--- src/rtl/nand_op_sequencer.sv ---
// Sequences SPI-NAND program / read / erase operations as command steps,
// polling the status feature register until the device reports not-busy.
`timescale 1ns/1ps
module nand_op_sequencer #(
    parameter int MAX_POLLS = 1024,
    parameter int POLL_GAP  = 16
) (
    input  logic        i_Clk,
    input  logic        i_Rst,
    input  logic        i_Op_Start,
    input  logic [1:0]  i_Op_Type,
    input  logic [23:0] i_Row_Addr,
    input  logic [12:0] i_Col_Addr,
    output logic        o_Op_Busy,
    output logic        o_Op_Done,
    output logic        o_Op_Fail,
    output logic        o_Op_Timeout,
    output logic [7:0]  o_Status,
    output logic [7:0]  o_Command,
    output logic        o_CM_DV,
    output logic [23:0] o_Addr_Data,
    input  logic        i_CM_Ready,
    input  logic [7:0]  i_RX_Feature_Byte,
    input  logic        i_RX_Feature_DV
);

    localparam logic [7:0]  LP_WRITE_ENABLE = 8'h06;
    localparam logic [7:0]  LP_PROG_LOAD1   = 8'h02;
    localparam logic [7:0]  LP_PROG_EXEC    = 8'h10;
    localparam logic [7:0]  LP_PAGE_READ    = 8'h13;
    localparam logic [7:0]  LP_CACHE_READ   = 8'h03;
    localparam logic [7:0]  LP_BLOCK_ERASE  = 8'hD8;
    localparam logic [7:0]  LP_GET_FEATURE  = 8'h0F;
    localparam logic [23:0] LP_STATUS_ADDR  = 24'h00C000;
    localparam logic [10:0] LP_MAX_POLLS    = 11'(MAX_POLLS);
    localparam logic [15:0] LP_GAP_LAST     = 16'(POLL_GAP - 1);

    typedef enum logic [2:0] {
        IDLE, ISSUE, ACK, WAIT_RDY, WAIT_FEAT, GAP, FINISH
    } state_t;

    state_t      r_State, w_Next;
    logic [1:0]  r_Type;
    logic [23:0] r_Row;
    logic [12:0] r_Col;
    logic [1:0]  r_Step;
    logic [10:0] r_Polls;
    logic [15:0] r_Gap;
    logic        r_Fail, r_Timeout, r_CM_DV;
    logic [7:0]  r_Command, r_Status;
    logic [23:0] r_Addr_Data;
    logic        w_Accept, w_Issue, w_Step_Inc, w_Capture, w_Set_Fail, w_Set_Timeout;
    logic [10:0] w_Polls_Next;

    // Step tables: program = WE, LOAD, EXEC, poll; read = PAGE_READ, poll, CACHE_READ; erase = WE, ERASE, poll
    function automatic logic [7:0] f_Opcode(input logic [1:0] t, input logic [1:0] s);
        case ({t, s})
            4'b00_00, 4'b10_00:            f_Opcode = LP_WRITE_ENABLE;
            4'b00_01:                      f_Opcode = LP_PROG_LOAD1;
            4'b00_10:                      f_Opcode = LP_PROG_EXEC;
            4'b01_00:                      f_Opcode = LP_PAGE_READ;
            4'b01_10:                      f_Opcode = LP_CACHE_READ;
            4'b10_01:                      f_Opcode = LP_BLOCK_ERASE;
            4'b00_11, 4'b01_01, 4'b10_10: f_Opcode = LP_GET_FEATURE;
            default:                       f_Opcode = 8'h00;
        endcase
    endfunction

    function automatic logic f_Is_Poll(input logic [1:0] t, input logic [1:0] s);
        f_Is_Poll = ({t, s} == 4'b00_11) || ({t, s} == 4'b01_01) || ({t, s} == 4'b10_10);
    endfunction

    function automatic logic f_Is_Last(input logic [1:0] t, input logic [1:0] s);
        f_Is_Last = ({t, s} == 4'b00_11) || ({t, s} == 4'b01_10) || ({t, s} == 4'b10_10);
    endfunction

    function automatic logic [23:0] f_Addr(input logic [1:0] t, input logic [1:0] s,
                                           input logic [23:0] row, input logic [12:0] col);
        case ({t, s})
            4'b00_01, 4'b01_10:           f_Addr = {11'b0, col};
            4'b00_10, 4'b01_00, 4'b10_01: f_Addr = row;
            4'b00_11, 4'b01_01, 4'b10_10: f_Addr = LP_STATUS_ADDR;
            default:                      f_Addr = 24'h000000;
        endcase
    endfunction

    function automatic logic f_Dev_Fail(input logic [1:0] t, input logic [7:0] st);
        case (t)
            2'b00:   f_Dev_Fail = st[3];
            2'b01:   f_Dev_Fail = (st[5:4] == 2'b10);
            2'b10:   f_Dev_Fail = st[2];
            default: f_Dev_Fail = 1'b1;
        endcase
    endfunction

    function automatic logic [10:0] f_Sat_Inc(input logic [10:0] v);
        f_Sat_Inc = (v == 11'h7FF) ? v : v + 11'd1;
    endfunction

    assign w_Polls_Next = f_Sat_Inc(r_Polls);

    always_ff @(posedge i_Clk or posedge i_Rst) begin
        if (i_Rst) r_State <= IDLE;
        else       r_State <= w_Next;
    end

    always_comb begin
        w_Next        = r_State;
        w_Accept      = 1'b0;
        w_Issue       = 1'b0;
        w_Step_Inc    = 1'b0;
        w_Capture     = 1'b0;
        w_Set_Fail    = 1'b0;
        w_Set_Timeout = 1'b0;
        case (r_State)
            IDLE: if (i_Op_Start) begin
                w_Accept = 1'b1;
                w_Next   = (i_Op_Type == 2'b11) ? FINISH : ISSUE;
            end
            ISSUE: if (i_CM_Ready) begin
                w_Issue = 1'b1;
                w_Next  = ACK;
            end
            ACK: w_Next = f_Is_Poll(r_Type, r_Step) ? WAIT_FEAT : WAIT_RDY;
            WAIT_RDY: if (i_CM_Ready) begin
                if (f_Is_Last(r_Type, r_Step)) begin
                    w_Next = FINISH;
                end else begin
                    w_Step_Inc = 1'b1;
                    w_Next     = ISSUE;
                end
            end
            WAIT_FEAT: if (i_RX_Feature_DV) begin
                w_Capture = 1'b1;
                if (!i_RX_Feature_Byte[0]) begin
                    w_Set_Fail = f_Dev_Fail(r_Type, i_RX_Feature_Byte);
                    if (f_Is_Last(r_Type, r_Step)) begin
                        w_Next = FINISH;
                    end else begin
                        w_Step_Inc = 1'b1;
                        w_Next     = ISSUE;
                    end
                end else if (w_Polls_Next >= LP_MAX_POLLS) begin
                    w_Set_Fail    = 1'b1;
                    w_Set_Timeout = 1'b1;
                    w_Next        = FINISH;
                end else begin
                    w_Next = (POLL_GAP == 0) ? ISSUE : GAP;
                end
            end
            GAP: if (r_Gap == LP_GAP_LAST) w_Next = ISSUE;
            FINISH: w_Next = IDLE;
            default: w_Next = IDLE;
        endcase
    end

    always_ff @(posedge i_Clk or posedge i_Rst) begin
        if (i_Rst) begin
            r_Type      <= 2'b00;
            r_Row       <= '0;
            r_Col       <= '0;
            r_Step      <= 2'b00;
            r_Polls     <= '0;
            r_Gap       <= '0;
            r_Fail      <= 1'b0;
            r_Timeout   <= 1'b0;
            r_CM_DV     <= 1'b0;
            r_Command   <= 8'h00;
            r_Addr_Data <= '0;
            r_Status    <= 8'h00;
        end else begin
            r_CM_DV <= w_Issue;
            if (w_Accept) begin
                r_Type    <= i_Op_Type;
                r_Row     <= i_Row_Addr;
                r_Col     <= i_Col_Addr;
                r_Step    <= 2'b00;
                r_Polls   <= '0;
                r_Fail    <= (i_Op_Type == 2'b11);
                r_Timeout <= 1'b0;
            end
            if (w_Issue) begin
                r_Command   <= f_Opcode(r_Type, r_Step);
                r_Addr_Data <= f_Addr(r_Type, r_Step, r_Row, r_Col);
            end
            if (w_Step_Inc) r_Step <= r_Step + 2'd1;
            if (w_Capture) begin
                r_Status <= i_RX_Feature_Byte;
                r_Polls  <= w_Polls_Next;
            end
            if (w_Set_Fail)    r_Fail    <= 1'b1;
            if (w_Set_Timeout) r_Timeout <= 1'b1;
            r_Gap <= (r_State == GAP) ? r_Gap + 16'd1 : 16'd0;
        end
    end

    assign o_Op_Busy    = (r_State != IDLE);
    assign o_Op_Done    = (r_State == FINISH);
    assign o_Op_Fail    = o_Op_Done & r_Fail;
    assign o_Op_Timeout = o_Op_Done & r_Timeout;
    assign o_Status     = r_Status;
    assign o_Command    = r_Command;
    assign o_CM_DV      = r_CM_DV;
    assign o_Addr_Data  = r_Addr_Data;

endmodule

--- config.mk ---
export PLATFORM = sky130hd
export DESIGN_NAME = nand_op_sequencer
export DESIGN_NICKNAME = d
export VERILOG_FILES = /design/src/rtl/nand_op_sequencer.sv
export SDC_FILE = /design/constraint.sdc
export NUM_CORES = 1
export LEC_CHECK = 0
export BUFFER_PORTS_ARGS = -buffer_cell sky130_fd_sc_hd__buf_4
export CAP_MARGIN = 5
export CORE_ASPECT_RATIO = 1.25
export CORE_MARGIN = 3
export CORE_UTILIZATION = 55
export CTS_BUF_LIST = sky130_fd_sc_hd__clkbuf_2
export DETAILED_ROUTE_END_ITERATION = 12
export PLACE_DENSITY_LB_ADDON = 0.15
export SLEW_MARGIN = 0
export SYNTH_ARGS = -nofsm -noshare
export SYNTH_HDL_FRONTEND = slang
export SYNTH_SLANG_ARGS = --single-unit
--- constraint.sdc ---
create_clock -name i_Clk -period 4.4 [get_ports i_Clk]
set_clock_uncertainty 0.15 [all_clocks]
set_input_delay 0.22 -clock i_Clk [delete_from_list [all_inputs] [get_ports i_Clk]]
set_output_delay 0.22 -clock i_Clk [all_outputs]
set_load 0.1 [all_outputs]
# Yosys cells after proc, flatten, opt, wreduce, memory -nomap -nowiden
# Memories as Yosys holds them, arrays and structs flattened. A register that Yosys moved wholly into a read port is not among the register bits.
# Cells that the tools add are included.
# word_totals
mem_count,1
romBits,112
inputBits,52
register_bits,114
out_inout_bits,45
wordCells,101
# classes
bitwise_logic,2
mux,41
n_eq_ne,25
n_addsub,3
n_lt_le_gt_ge,1
reduce_logical,15
# mem_list
memory,depth,width,read_ports,rd_ports_with_merged_regs,wr,line,text
(name not given),16,7,1,1,0,57,"case ({t, s})"
# ops
operator,count
$pmux 24 s3,1
$mux 11,3
$mux 3,9
$mux 1,21
$pmux 3 s6,1
$add 16x1->16 const B,1
$eq 16x4->1 const B,1
$mux 16,1
$eq 4x3->1 const B,3
$add 11x1->11 const B,1
$eq 11x11->1 const B,1
$ge 11x11->1 const B,1
$ne 2x2->1 const B,5
$eq 3x3->1 const B,3
$eq 4x2->1 const B,2
$eq 4x4->1 const B,2
$reduce_bool 2->1,4
$eq 2x2->1 const B,3
$eq 3x2->1 const B,2
$mux 2,3
$reduce_or 3->1,2
$reduce_and 5->1,1
$eq 4x1->1 const B,1
$logic_or 1x1->1,4
other kinds (10),11

# Logic depth before layout (Yosys ltp)
# logic_depth
ltp_word,8
depth_mapped,7
ltp_nobuf,7

# Worst setup path after synthesis
# OpenSTA, ideal clock, no wires.
# synth_path
path_kind,register to output
startpoint,register r_State[2]
endpoint,output port o_Op_Fail
required_ns,4.030
slack_ns,1.675
arrival_time_ns,2.355
n_path_buf,1
path_stages_with_launch,4
cell_sequence,dfrtp_1 > clkbuf_1 > and3_1 > and2_1
# synth_via
elab_chain_len,2
# synth_lines
item,line,text
"start, declared",42,"state_t r_State, w_Next;"
"start signal, assigned",104,else r_State <= w_Next;
$eq 3x3->1,198,assign o_Op_Done = (r_State == FINISH);
via o_Op_Done,15,"output logic o_Op_Done,"
$and 1x1->1,199,assign o_Op_Fail = o_Op_Done & r_Fail;
"end, declared",16,"output logic o_Op_Fail,"
# The timed path passes the listed nets, and every way through them passes these cells.

# Worst setup path in the final report
# layout_path
startpoint,register r_State[0]
endpoint,register r_Command[1] (netlist: o_Command[1])
# layout_via
elab_chain_len,2
# layout_lines
item,line,text
$eq 3x1->1,115,case (r_State)
$mux 1,115,
"end, declared",50,"logic [7:0] r_Command, r_Status;"
# Every way passes these cells.
# A chain may end at the register's enable or synchronous reset.

==> summary.txt <==
Floorplanning
  • Initial Utilization: 0.5785
  • Die Width: 92.50 um
  • Area of the die: 0.01056 mm^2
  • Die Y: 114.1 um
  • Core area: 0.008891 mm^2
  • I/O pins: 97
  • Rows: 38

Setup path
  • Crit path max fanout: 32
  • Top delay family on crit path: buffers and inverters
  • Req. time, crit path: 4.79 ns
  • FF-to-FF setup slack: 1.88 ns
  • CP Class: register to register
  • CP Capture Type: register
  • Slowest-stage cell, CP: inv_1
  • Startpoint types: register
  • Crit path buf inv count: 2
  • Arr. time, crit path: 2.92 ns
  • CP peak stage delay: 0.68 ns
  • Worst path cell trace: nor2b_1, nand3b_1, buf_4, inv_1, o221ai_1, o21a_1

CTS
  • CTS-repair resized insts: 0
  • CTS Buf Count: 9
  • Worst skew pair latency: 0.61 ns
  • CTS root buffer: clkbuf_2
  • Max clock buf depth: 2
  • CTS tree: done
  • Clock-pin transition on the worst setup and hold timing paths: 0.31 ns
  • TritonCTS Sinks: 112
  • CTS HTree Levels: 3

Global routing
  • Global-route wire length before repair: 20510 um
  • Vias in the first global route: 4517
  • Gr usage total: 0.2431
  • Pin count of the biggest net entering global routing: 77
  • Initial antenna violation count: 0
  • Remaining global-route overflow: 0

Pwr
  • Leakage: 3.250 nW
  • PwrDens: 757.2 mW/mm^2
  • VDD IR-drop max: 0.5557 mV
  • Design Power: 4.958 mW

STA
  • Hold Fails Final Rpt: 0
  • Fmax: 396.6 MHz
  • Period utilization: 0.5730
  • TNS Setup: 0 ns
  • Least-Margin Pin Slew: 1.081 ns
  • Final min period: 2.521 ns
  • Slew HR: 0.2795
  • WHS: 0.08600 ns
  • Slew Limit Fails: 0
  • Final setup vio count: 0
  • RSZ-0062 raised after global routing: false

Detailed routing
  • DRC viols: 0
  • Antenna Nets Post-Route: 0
  • Via/cell ratio: 5.396
  • WL final: 12250 um
  • Via count: 4457
  • Post-DR wirelength/cell: 14.83 um
  • 1st-iter DRT viols: 287
  • Pre-Repair DR Iteration Count: 4

Yosys
  • Post-synthesis instance total: 572
  • Post-synthesis xor/xnor area fraction: 0.02384
  • Post-synth EDFFs: 0
  • Post-synthesis mux area share: 0.01873
  • Post-Syn Area: 0.005144 mm^2
  • Distinct cell type count after synthesis: 51
  • Simple-gate area share of the yosys netlist: 0.2583
  • YS warnings: 0
  • Largest family of logic cells by synthesized area: simple AND/OR/NAND/NOR gates
  • Register bit total from synthesis: 112
  • Compound-Gate Fraction of Synth Area: 0.09560
  • FFs w/ async S/R, synth: 1.000
  • Mean Syn Cell Area: 8.992 um^2
  • Synth Area in Adders: 0.01946
  • Top FF cell, synth: dfrtp_1
  • Syn nets: 632
  • Post-synthesis sequential area ratio: 0.5449

Final layout
  • Fraction of layout cells with a size suffix above 1: 0.1728
  • Diode count: 0
  • Layout Nets: 761
  • Final Util: 0.7364
  • Area added between synthesis and finish: 27.29%

Status
  • Status: complete, no violations

Place
  • IO Port Bufs: 95
  • DPL Wire Length: 7925 um
  • RD Place Congestion: 0.8635

Min path
  • Min-delay worst type: primary input to register

Flow run
  • Max cap viols: 0
[cell usage after synthesis, types with 2 or more instances]
master	instances	area (um^2)
nand2_1	190	713.2
dfrtp_1	112	2803
nor2_1	56	210.2
nand3_1	26	130.1
o21ai_0	17	85.08
buf_2	14	70.07
clkbuf_1	14	52.55
a221oi_1	13	113.9
a21oi_1	11	55.05
inv_1	11	41.29
xor2_1	9	78.83
ha_1	8	100.1
mux2i_1	7	70.07
a31oi_1	6	37.54
nand4_1	6	37.54
nor3_1	6	30.03
xnor2_1	5	43.79
and2_1	4	25.02
and3_1	4	25.02
nand2b_1	4	25.02
nor4_1	4	25.02
o21a_1	4	30.03
buf_4	3	22.52
nand3b_1	3	22.52
nor2b_1	3	18.77
o221ai_1	3	26.28
and4_1	2	17.52
nor3b_1	2	15.01
o211a_1	2	20.02
o211ai_1	2	15.01
[report_power, final]
| part | leakage [nW] | total (mW) | internal (mW) | switching (mW) |
|---|---|---|---|---|
| sequential | 1.45 | 1.70 | 1.39 | 0.306 |
| clock | 0.0884 | 0.543 | 0.196 | 0.347 |
| combinational | 1.71 | 2.71 | 0.659 | 2.06 |
[path summary, 6_finish.rpt]
path	startpoint	endpoint	cells past startpoint
setup / recovery	r_State[0]	o_Command[1]	6
hold / removal	i_Op_Start	r_Row[18]	6
setup reg to reg	r_State[0]	o_Command[1]	6
hold reg to reg	o_Addr_Data[20]	o_Addr_Data[20]	2
max in group asynchronous	i_Rst	r_Col[9]	4
min in group asynchronous	i_Rst	r_Row[22]	3
[layer usage]
metal	vias up	global-route usage	part of all wire
met4	0	0.1120	0.018
met1	2167	0.2896	0.40
met2	111	0.4361	0.54
li1	2162	-	-
met3	17	0.03156	0.037
met5	-	0	0
[what timing repair did]
action,in CTS,in global routing
setup buffers,0,0
hold buffers,51,0
endpoints found under the setup margin,0,0
hold endpoints to repair,137,0
[sequential cells by signal, indices dropped and copies added (netlist names)]
signal / cells
r_Polls: 11
o_CM_DV: 1
r_Timeout: 1
r_Col: 13
r_Fail: 1
o_Command: 6
o_Status: 8
r_Type: 2
o_Addr_Data: 24
r_Row: 24
r_State: 3
r_Step: 2
r_Gap: 16
[metrics by stage]
stage	cells	instance area [um^2]	worst slack (ns)
floorplan	572	5144	1.071
global placement	759	5889	1.935
detailed placement	759	5889	1.887
CTS	826	6548	1.846
global route	826	6548	1.581
finish	826	6548	1.879
[area by class of cell]
cell class              count  area, um^2
clock buffers               9       45.04
flip-flops and latches    112        2803
fillers                   671        2344
well taps                 120       150.1
inverters                  11       43.79
clock inverters             7       102.6
repair buffers            150        1254
multi-input cells         417        2150
[cell usage in the layout, fill, tap and decap left out, drive strengths merged, types with 5 or more instances in the layout]
cell type / n
a221oi: 13
nand3: 26
o21ai: 18
a31oi: 6
inv: 13
mux2i: 7
nand2: 191
a21oi: 11
buf: 99
nor2: 56
ha: 8
xor2: 9
nand4: 6
nor3: 6
xnor2: 5
clkbuf: 9
dfrtp: 112
dlygate4sd3: 51
[worst reg2reg max path, cell delays in order, from the launching register on]
cell,delay (ns)
dfrtp_1,0.64
nor2b_1,0.25
nand3b_1,0.10
buf_4,0.24
inv_1,0.69
o221ai_1,0.26
o21a_1,0.16
[logic make-up (layout without fill, tap and decap cells)]
group | count (synthesis) | after routing
compound gates | 71 | 71
simple gates | 314 | 314
fa+ha+maj | 8 | 8
buf+inv | 43 | 177
xor+xnor | 14 | 14
mux | 9 | 9
other cells | 1 | 1
flops | 112 | 112
Note: power is estimated with default switching activity, not from simulation.
